[config.mk]
export PLATFORM = sky130hd
export DESIGN_NAME = serial_word_collector
export DESIGN_NICKNAME = d
export VERILOG_FILES = /design/src/rtl/serial_word_collector.sv
export SDC_FILE = /design/constraint.sdc
export NUM_CORES = 1
export LEC_CHECK = 0
export BUFFER_PORTS_ARGS = -buffer_cell sky130_fd_sc_hd__buf_2
export CORE_MARGIN = 2
export CORE_UTILIZATION = 55
export DETAILED_ROUTE_END_ITERATION = 12
export PLACE_DENSITY = 0.79
export SLEW_MARGIN = 20
export SYNTH_ARGS = -nofsm -noshare
export SYNTH_HDL_FRONTEND = slang
export SYNTH_SLANG_ARGS = --single-unit
[constraint.sdc]
create_clock -name clk -period 3.6 [get_ports clk]
set_clock_uncertainty 0.15 [all_clocks]
set_input_delay 0.54 -clock clk [delete_from_list [all_inputs] [get_ports clk]]
set_output_delay 0.54 -clock clk [all_outputs]
set_load 0.02 [all_outputs]
[src/rtl/serial_word_collector.sv]
// ============================================================================
// Module      : serial_word_collector
// Description : Serial-in/parallel-out receiver; collects DATA_SIZE LSB-first
//               bits per frame and presents the word on a valid/ready port.
// Revision    : 1.0 - initial release
// ============================================================================
`default_nettype none

module serial_word_collector #(
    parameter int DATA_SIZE = 8
) (
    input  logic                 clk,
    input  logic                 rst_n,
    input  logic                 en,
    input  logic                 start,
    input  logic                 s_in,
    input  logic                 s_valid,
    output logic [DATA_SIZE-1:0] q,
    output logic                 q_valid,
    input  logic                 q_ready,
    output logic                 busy,
    output logic                 overrun
);

    localparam int CNT_W = $clog2(DATA_SIZE + 1);

    typedef enum logic [1:0] {
        IDLE  = 2'd0,
        SHIFT = 2'd1,
        DONE  = 2'd2
    } state_t;

    state_t               state;
    logic [DATA_SIZE-1:0] sreg;
    logic [CNT_W-1:0]     count;
    logic [DATA_SIZE-1:0] sreg_next;

    // New bit enters at the MSB so the first bit received ends up in bit 0.
    assign sreg_next = {s_in, sreg[DATA_SIZE-1:1]};

    always_ff @(posedge clk or negedge rst_n) begin
        if (!rst_n) begin
            state   <= IDLE;
            sreg    <= '0;
            count   <= '0;
            q       <= '0;
            q_valid <= 1'b0;
            busy    <= 1'b0;
            overrun <= 1'b0;
        end else begin
            case (state)
                IDLE: begin
                    if (en) begin
                        if (start) begin
                            state   <= SHIFT;
                            busy    <= 1'b1;
                            sreg    <= '0;
                            count   <= '0;
                            overrun <= 1'b0;
                        end else if (s_valid) begin
                            overrun <= 1'b1;
                        end
                    end
                end
                SHIFT: begin
                    if (en && s_valid) begin
                        sreg <= sreg_next;
                        if (count == CNT_W'(DATA_SIZE - 1)) begin
                            q       <= sreg_next;
                            q_valid <= 1'b1;
                            busy    <= 1'b0;
                            count   <= '0;
                            state   <= DONE;
                        end else begin
                            count <= count + CNT_W'(1);
                        end
                    end
                end
                DONE: begin
                    if (en && s_valid) begin
                        overrun <= 1'b1;
                    end
                    // Handshake does not depend on en; start is ignored here.
                    if (q_ready) begin
                        q_valid <= 1'b0;
                        state   <= IDLE;
                    end
                end
                default: begin
                    state   <= IDLE;
                    busy    <= 1'b0;
                    q_valid <= 1'b0;
                end
            endcase
        end
    end

endmodule

`default_nettype wire
# Word-level counts from Yosys, hierarchy flattened
# Index checks and enable logic that the tools add are counted.
dict set report totals {
  ff_bits 25
  input_bits 7
  out_inout_bits 11
  wordCells 59
}
dict set report op_classes {
  add_sub_neg 1
  n_eq_ne 10
  muxes 29
  bitwise_logic 2
  reduce_logical 10
}
# op n
set op_table {}
lappend op_table {{two-way mux 8 bit} 3}
lappend op_table {{two-way mux 4 bit} 4}
lappend op_table {{case mux 8 bit (2 select lines)} 1}
lappend op_table {{!= test 2 bit, second input constant} 6}
lappend op_table {{AND reduction 4 bit} 3}
lappend op_table {{two-way mux 1 bit} 11}
lappend op_table {{two-way mux 2 bit} 5}
lappend op_table {{AND reduction 5 bit} 2}
lappend op_table {{case mux 4 bit (2 select lines)} 1}
lappend op_table {{case mux 1 bit (3 select lines)} 2}
lappend op_table {{case mux 2 bit (3 select lines)} 1}
lappend op_table {{adder 4 x 1 -> 4 bit, second input constant} 1}
lappend op_table {{== test 4 x 3 -> 1 bit, second input constant} 1}
lappend op_table {{nonzero test 2 bit} 2}
lappend op_table {{!= test 3 bit, second input constant} 1}
lappend op_table {{AND reduction 3 bit} 1}
lappend op_table {{== test 2 x 1 -> 1 bit, second input constant} 1}
lappend op_table {{== test 2 bit, second input constant} 1}
lappend op_table {{zero test 2 bit} 1}
lappend op_table {{inverter 1 bit} 2}
lappend op_table {{case mux 1 bit (2 select lines)} 1}
lappend op_table {{logical AND 1 bit} 1}

# Logic depth before layout (Yosys ltp)
# Gate-level depths: netlist of run 1.
dict set report logic_depth {
  depth_word 4
  ltp_mapped 4
  mapped_depth_nobuf 4
}

# Worst setup path before layout of run 1
# No wires, ideal clock.
dict set report synth_timing {
  path_type {register to register}
  from {register count[0]}
  to {register q[7]}
  setup_time_ps 125
  arrival_ps 1443
  t_required_ps 3325
  slack_ps 1882
  path_stages_with_launch 5
  path_buffers 0
  synth_period_minus_slack_ps 1718
  cell_sequence {dfrtp_1 > ha_1 > nand3b_1 > nor3_4 > mux2_2}
}
dict set report synth_between {
  elab_chain_len 2
}
# element line
set synth_rtl {}
lappend synth_rtl {{start: declaration} 35} ;# logic [CNT_W-1:0] count;
lappend synth_rtl {{start signal: assignment} 75} ;# count <= count + CNT_W'(1);
lappend synth_rtl {{== test 4 x 3 -> 1 bit} 68} ;# if (count == CNT_W'(DATA_SIZE - 1)) begin
lappend synth_rtl {{AND reduction 3 bit (no line)} -}
lappend synth_rtl {{end signal: assignment} 69} ;# q <= sreg_next;
lappend synth_rtl {{end: declaration} 18} ;# output logic [DATA_SIZE-1:0] q,
# Every way passes these cells.
# A chain may end at the register's enable or synchronous reset.

# Final worst setup path of run 1
dict set report layout_timing {
  from {register count[0]}
  to {register q[1]}
}
# Same word-level chain as after synthesis.

==> flow_summary.yaml, run 1 <==
timing:
  hold_viol: 0
  slew_headroom_pct: 63.5
  fmax_ghz: 0.520
  worstMarginPinSlew_ns: 0.545
  fin_crit_ns: 1.92
  fin_crit_sh_pct: 53.4
  final-max-slew-violation-count: 0
  setup_viol: 0
  setup_tns_ns: 0
  rsz0062_at_grt: "no"
job:
  cap_violations: 0
floorplanning:
  die_x_um: 47.0
  die_y_um: 47.0
  rows: 15
  die-area_um2: 2200
  start_util_pct: 58.8
  io_pins: 18
  core_area_um2: 1730
route:
  wire_per_inst_um: 14.2
  first_pass_iters: 4
  drt_iter0_markers: 11
  route.vias.total: 713
  wirelength_um: 1780
  drtAntennaViolNets: 0
  drc_errors: 0
  vias_per_cell: 5.70
global_route:
  grt_pass1_wl_um: 2820
  grt_max_degree: 25
  grt_pass1_vias: 648
  track_usage_pct: 18.3
  antenna_found_initial: 0
  grt_overflow: 0
yosys:
  synth_warnings: 0
  netlist_instances: 81
  synth_top_area_share_pct: 59.2
  ys_ff_latch: 24
  seq_area_frac_synth_pct: 59.2
  synth_fp_nets: 89
  yosys-top-cells-area: "dfrtp_1 (59%), mux2_2 (8.9%), a22o_1 (6.9%)"
  syn_avg_cell_area_um2: 12.5
  synth_top_area_cell: "dfrtp_1"
  synth_area_um2: 1010
  synthDistinctLibCells: 24
critical_path:
  r2r_start: "count[0]"
  crit_required_ns: 3.66
  rr_endpoint: "q[1]"
  startpoint_type: "flop"
  cp.arrival_ns: 1.98
  reg2reg_slack_ns: 1.68
  critPathKind: "flop to flop"
  critPathMaxFanout: 10
  worst_setup_path_end_kind: "flop"
  startpoint: "count[0]"
  worst-r2r-cell-count: 4
clock_tree:
  clk_path_buf_depth: 2
  clk_pin_slew_ns: 0.13
  cts_hold_buf: 0
  cts_setup_buffers: 0
  cts_resized: 0
  cts_max_level: 1
  insertion_delay_ns: 0.31
  numCtsBuffers: 3
  cts_sinks: 24
  clockRootBuffer: "clkbuf_4"
  cts_tree: "built"
final_layout:
  drive_above_1_share_pct: 30.0
  n_antenna_cell: 0
  design_area_um2: 1180
  mostFrequentLayoutCell: "dfrtp_1"
  final_cell_mix: "dfrtp_1 (24), buf_2 (17), a22o_1 (8), mux2_2 (8)"
  fin_nets: 109
  syn_to_final_growth_pct: 15.9
  final_cells: 125
pwr:
  p_leak_uw: 0.000611
  power_density_nw_per_um2: 688
  finalPower_uw: 810
  irDropWorstVdd_uv: 438
placed_design:
  gp_congestion: 0.798
  hpwl_um: 1300
  io_buffers: 17
  place_area_um2: 1120
  dp.cells: 121
min_path:
  hold_class: "input port to async pin"
status:
  outcome: "finished, final reports clean"
## worst max-delay path: stages (launching register included)
cell      delay [ns]
dfrtp_1         0.42
ha_1            0.20
nand3b_1        0.19
nor3_4          0.46
mux2_2          0.40
## where the power goes
part	switching (uW)	internal [uW]
Combinational	121	99.0
Clock	77.7	112
Sequential	52.3	347
Total	251	559
## sequential cells by signal, indices dropped and copies added (netlist names)
signal,cells
sreg,7
count,4
busy,1
q_valid,1
overrun,1
state,2
q,8
## cell usage after synthesis
cell type / number
nand2b_1: 4
a21o_1: 2
o21ai_1: 1
a21oi_1: 4
nor2_1: 3
clkbuf_1: 2
dfrtp_1: 24
nand3b_1: 1
ha_1: 1
a211oi_1: 1
o21ai_0: 3
a22o_1: 8
mux2_2: 8
mux2i_1: 1
nand3_1: 1
o22a_1: 1
nand2_1: 4
or4b_1: 1
and3b_1: 1
inv_1: 2
nor2b_1: 3
o22ai_1: 2
o31ai_1: 2
nor3_4: 1
## how the worst max path moves through the flow
stage,depth (start not counted),to,slack [ns]
after detailed placement,4,q[6],1.67
final,4,q[1],1.68
after CTS,4,q[1],1.65
after global placement,4,q[3],1.72
after global routing,4,q[6],1.56
after floorplan,4,q[7],1.88
## kinds of logic (layout without fill, tap and decap cells)
logic type / Yosys count / count (layout) / synth area share [%]
AOI/OAI and AO/OA: 24 / 24 / 16.6
DFF: 24 / 24 / 59.2
and+or+nand+nor: 19 / 19 / 11.6
muxes: 9 / 9 / 9.86
buffers and inverters: 4 / 23 / 1.48
adders and majority gates: 1 / 1 / 1.23
## metrics by stage
step / hold slack, ns / utilization, % / setup slack, ns
final: 0.0370 / 68.1 / 1.68
after global routing: 0.0598 / 68.1 / 1.56
after global placement: 0.314 / 65.1 / 1.72
after floorplan: 0.0944 / - / 1.88
after CTS: 0.0447 / 68.1 / 1.65
after detailed placement: 0.324 / 65.1 / 1.67
## routing by layer
metal / GRT usage [%] / up-vias / wire [um]
li1: - / 338 / -
met1: 24.5 / 357 / 827
met2: 29.9 / 16 / 857
met3: 3.46 / 2 / 76
met4: 6.67 / 0 / 14
met5: 0 / - / 0
## layout make-up
type                            instances  area [um2]
Multi-Input combinational cell         53         399
Clock inverter                          1        30.0
Fill cell                             141         551
Timing Repair Buffer                   17        85.1
Sequential cell                        24         601
Clock buffer                            3        22.5
Tap cell                               25        31.3
Inverter                                2        7.51
(Power assumes the default switching activity.)
==> run 2, diff against run 1 <==
CORE_UTILIZATION = 48   (was 55)
PLACE_DENSITY = 0.73   (was 0.79)
clock period = 1.6 ns   (was 3.6 ns; I/O delays follow)
==> run 2 against run 1 <==
Net effect: the run now ends with negative setup slack left; total power increased by 140%; worst hold slack got worse by 0.025 ns; die area increased by 13%; flip-flop and latch count unchanged; critical path depth unchanged; sequential share of layout area decreased by 5.8 points; register-to-register slack got worse by 1.7 ns.
==> flow_summary.yaml, run 2 (synthesis gave the netlist of run 1 again) <==
job:
  cap_violations: 0
timing:
  worstMarginPinSlew_ns: 0.538
  slew_headroom_pct: 64.0
  setup_tns_ns: -0.0797
  fin_crit_ns: 1.62
  setup_viol: 10
  final-max-slew-violation-count: 0
  rsz0062_at_grt: "yes"
  fin_crit_sh_pct: 101
  finalWorstSetupSlack_ns: -0.0166
  hold_viol: 0
  holdWs_ns: 0.0115
  fmax_ghz: 0.619
clock_tree:
  insertion_delay_ns: 0.31
  clockRootBuffer: "clkbuf_4"
  cts_tree: "built"
  cts_max_level: 1
  clk_path_buf_depth: 2
  clk_pin_slew_ns: 0.13
  numCtsBuffers: 3
  cts_sinks: 24
critical_path:
  startpoint_type: "flop"
  crit_required_ns: 1.70
  cp_cell_sequence: "ha_1, nand3b_1, or4b_4, o21ai_2"
  critPathKind: "flop to flop"
  cpPeakStageDelay_ns: 0.50
  cp.arrival_ns: 1.71
  critPathMaxFanout: 3
  cpMaxStageDelayCell: "or4b_4"
  crit_family: "simple AND/OR/NAND/NOR gates"
  cp_num_buf_inv: 0
  worst_setup_path_end_kind: "flop"
placed_design:
  hpwl_um: 1350
  gp_congestion: 0.871
  io_buffers: 17
  dp.cells: 137
route:
  drtAntennaViolNets: 0
  route.vias.total: 763
  wirelength_um: 1900
  vias_per_cell: 5.34
  drc_errors: 0
  first_pass_iters: 4
  wire_per_inst_um: 13.3
  drt_iter0_markers: 14
final_layout:
  mostFrequentLayoutCell: "dfrtp_1"
  largest_register: "q"
  largest_reg_flops: 8
  n_antenna_cell: 0
  final_cell_mix: "dfrtp_1 (24), buf_2 (17), buf_4 (14)"
  final_cells: 143
  syn_to_final_growth_pct: 30.8
  largestRegisters: "q x8, sreg x7, count x4"
  fin_nets: 125
  drive_above_1_share_pct: 41.4
floorplanning:
  rows: 16
  core_area_um2: 1980
  io_pins: 18
  die_y_um: 50.0
  start_util_pct: 51.2
  die-area_um2: 2500
  die_x_um: 50.0
global_route:
  grt_pass1_wl_um: 3280
  track_usage_pct: 17.5
  grt_max_degree: 25
  antenna_found_initial: 0
  grt_pass1_vias: 741
  grt_overflow: 0
status:
  violations: "negative setup slack"
  outcome: "complete, but fails checks"
pwr:
  power_density_nw_per_um2: 1460
  p_leak_uw: 0.000698
  irDropWorstVdd_uv: 994
min_path:
  hold_class: "input port to flop"
[run 2: cell count changes in the layout (fill, tap and decap cells not counted)]
| cell | before | now |
|---|---|---|
| buf_4 | 0 | 14 |
| o22ai_1 | 2 | 1 |
| or4b_1 | 1 | 0 |
| o22ai_2 | 0 | 1 |
| or4b_4 | 0 | 1 |
| buf_12 | 0 | 1 |
| dlygate4sd3_1 | 0 | 1 |
| o21ai_1 | 1 | 0 |
| o21ai_2 | 0 | 1 |
[run 2: cell type report]
class	count	area, um2
Fill cell	147	654
Sequential cell	24	601
Multi-Input combinational cell	53	413
Timing Repair Buffer	33	220
Clock buffer	3	22.5
Clock inverter	1	30.0
Tap cell	27	33.8
Inverter	2	7.51
[run 2: worst paths after layout]
check	to	cells past startpoint	slack, ns	startpoint
worst max-delay path	count[0]	4	-0.02	count[0]
worst min-delay path	sreg[7]	2	0.01	s_in
worst max register to register	count[0]	4	-0.02	count[0]
worst min register to register	q_valid	1	0.34	q_valid
max in group asynchronous	q_valid	2	0.68	rst_n
min in group asynchronous	count[2]	2	0.27	rst_n
[run 2: metal layers]
metal | wire length, um | track usage (%) | vias up
met3 | 52 | 2.12 | 6
met4 | 43 | 9.26 | 0
met5 | 0 | 0 | -
met1 | 910 | 23.9 | 374
li1 | - | - | 368
met2 | 891 | 27.0 | 15
[run 2: through the flow]
step / cell area (um2) / utilization [%] / setup slack [ns] / power (uW)
final: 1330 / 67.0 / -0.0166 / 1930
after global routing: 1330 / 67.0 / -0.123 / 2060
after CTS: 1320 / 66.6 / -0.0310 / 1930
after detailed placement: 1240 / 62.8 / -0.0112 / 1480
after global placement: 1240 / 62.8 / 0.0156 / 1460
after floorplan: 1010 / - / -0.0653 / 1240
[run 2: what timing repair did]
item	in CTS	in global routing
gates resized for setup	3	0
pin swaps	0	0
buffers inserted	0	1
endpoints found under the setup margin	10	10
hold buffers	1	0
endpoints found under the hold margin	24	0
[run 2: power breakdown]
group,internal (uW),total [uW],switching (uW)
clock,253,427,173
combinational,306,612,306
sequential,781,894,112
total,1340,1930,591
==> run 3, diff against run 2 <==
--- a/config.mk
+++ b/config.mk
@@ -7,8 +7,10 @@
 export LEC_CHECK = 0
 export BUFFER_PORTS_ARGS = -buffer_cell sky130_fd_sc_hd__buf_2
+export CELL_PAD_IN_SITES_DETAIL_PLACEMENT = 1
+export CELL_PAD_IN_SITES_GLOBAL_PLACEMENT = 2
 export CORE_MARGIN = 2
-export CORE_UTILIZATION = 48
+export CORE_UTILIZATION = 32
 export DETAILED_ROUTE_END_ITERATION = 12
-export PLACE_DENSITY = 0.73
+export PLACE_DENSITY_LB_ADDON = 0.1
 export SLEW_MARGIN = 20
 export SYNTH_ARGS = -nofsm -noshare
--- a/constraint.sdc
+++ b/constraint.sdc
@@ -3,3 +3,3 @@
 set_input_delay 0.24 -clock clk [delete_from_list [all_inputs] [get_ports clk]]
 set_output_delay 0.24 -clock clk [all_outputs]
-set_load 0.02 [all_outputs]
+set_load 0.05 [all_outputs]
==> run 3 against run 2 <==
Net effect: the flow still finishes with violations (negative setup slack); routed wire length is 13% higher; non-clock buffer count rose by 1; utilization shrank 22 points; worst setup slack got worse by 0.014 ns; highest routed layer unchanged.
==> flow_summary.yaml, run 3 (synthesis gave the netlist of run 1 again) <==
critical_path:
  reg2reg_slack_ns: -0.03
  critPathKind: "flop to flop"
  critPathMaxFanout: 9
  crit_required_ns: 1.65
  cp.arrival_ns: 1.69
  startpoint_type: "flop"
  r2r_start: "count[0]"
  rr_endpoint: "q[0]"
  worst_setup_path_end_kind: "flop"
  worst-r2r-cell-count: 5
final_layout:
  syn_to_final_growth_pct: 33.9
  drive_above_1_share_pct: 43.6
  largest_register: "q"
  largest_reg_flops: 8
  nFillCells: 328
  largestRegisters: "q x8, sreg x7, count x4"
  final_cell_mix: "dfrtp_1 (24), buf_2 (17), buf_4 (14)"
  multiInputGateArea_um2: 419
  seq_area_um2: 601
  n_antenna_cell: 0
  final_cells: 161
  fin_nets: 126
  mostFrequentLayoutCell: "dfrtp_1"
floorplanning:
  io_pins: 18
  start_util_pct: 33.5
  rows: 20
  die_y_um: 60.3
  core_area_um2: 3030
  die-area_um2: 3640
  die_x_um: 60.3
clock_tree:
  clockRootBuffer: "clkbuf_4"
  cts_tree: "built"
  cts_sinks: 24
  numCtsBuffers: 3
  cts_max_level: 1
  clk_path_buf_depth: 2
  insertion_delay_ns: 0.30
  clk_pin_slew_ns: 0.13
placed_design:
  hpwl_um: 1580
  dp.cells: 153
  io_buffers: 17
  preCtsSetupSlack_ns: -0.0469
  gp_congestion: 0.716
global_route:
  grt_max_degree: 25
  grt_overflow: 0
  grt_pass1_vias: 759
  antenna_found_initial: 0
  grt_pass1_wl_um: 3670
  track_usage_pct: 13.8
pwr:
  finalPower_uw: 2030
  power_density_nw_per_um2: 1490
  p_leak_uw: 0.000695
  irDropWorstVdd_uv: 592
timing:
  fmax_ghz: 0.613
  setup_viol: 8
  fin_crit_ns: 1.63
  finalWorstSetupSlack_ns: -0.0308
  slew_headroom_pct: 63.9
  fin_crit_sh_pct: 102
  hold_viol: 0
  rsz0062_at_grt: "yes"
  worstMarginPinSlew_ns: 0.540
  final-max-slew-violation-count: 0
route:
  route.vias.total: 768
  wirelength_um: 2140
  drt_iter0_markers: 16
  drtAntennaViolNets: 0
  first_pass_iters: 4
  drc_errors: 0
  vias_per_cell: 4.77
  wire_per_inst_um: 13.3
status:
  outcome: "complete, but fails checks"
  violations: "negative setup slack"
job:
  cap_violations: 0
min_path:
  hp-start: "s_in"
  holdPathStages: 2
  min_delay_worst_endpoint: "sreg[7]"
  hold_class: "input port to flop"
## run 3: cell types whose count changed in the layout (fill, tap and decap cells not counted)
cell / previous run / this run
a21oi_1: 4 / 3
ha_2: 0 / 1
bufinv_16: 1 / 0
buf_12: 1 / 2
clkbuf_8: 0 / 1
a21oi_2: 0 / 1
ha_1: 1 / 0
## run 3: timing repair
item | in CTS | in global routing
pin swaps | 0 | 1
hold buffers | 1 | 0
setup endpoints to repair | 10 | 19
setup buffers | 2 | 1
hold endpoints to repair | 24 | 0
gates resized for setup | 4 | 1
## run 3: stage by stage
| stage | instance area, um2 | util, % | hold WS (ns) | TNS, ns |
|---|---|---|---|---|
| global route | 1360 | 44.9 | 0.0131 | -1.79 |
| global placement | 1270 | 41.9 | 0.115 | -0.0143 |
| CTS | 1350 | 44.5 | 0.0146 | -0.358 |
| floorplan | 1010 | - | -0.206 | -0.522 |
| finish | 1360 | 44.9 | 0.0269 | -0.225 |
| detailed placement | 1270 | 41.9 | 0.116 | -0.287 |
## run 3: area by class of cell
class	instances	share of cell area, %
clock buffer	4	2.67
inverter	2	0.552
multi-input combinational	53	30.8
sequential	24	44.2
tap	44	4.05
timing repair buffer	34	17.7
## run 3: where the power goes
group	total, uW	switching, uW	internal, uW
registers	892	111	781
logic	822	512	309
clock network	312	173	139
total	2030	796	1230
## run 3: worst max-delay path by stage
stage / from / end / slack [ns] / depth (start not counted)
floorplan: count[0] / q[7] / -0.07 / 4
global placement: count[1] / q[4] / -0.008 / 5
detailed placement: count[0] / count[3] / -0.05 / 4
CTS: count[0] / q[0] / -0.05 / 5
global route: count[0] / q[1] / -0.14 / 5
finish: count[0] / q[0] / -0.03 / 5
## run 3: critical path: stages (launching register included)
cell,delay [ns]
dfrtp_1,0.38
ha_2,0.18
nand3b_1,0.15
nor3_4,0.19
buf_12,0.15
mux2_2,0.32
## run 3: metal layers
layer / track usage (%) / wire (um) / up-vias
li1: - / - / 370
met1: 18.1 / 977 / 387
met2: 22.8 / 1090 / 9
met3: 1.95 / 52 / 2
met4: 5.71 / 15 / 0
met5: 0 / 0 / -
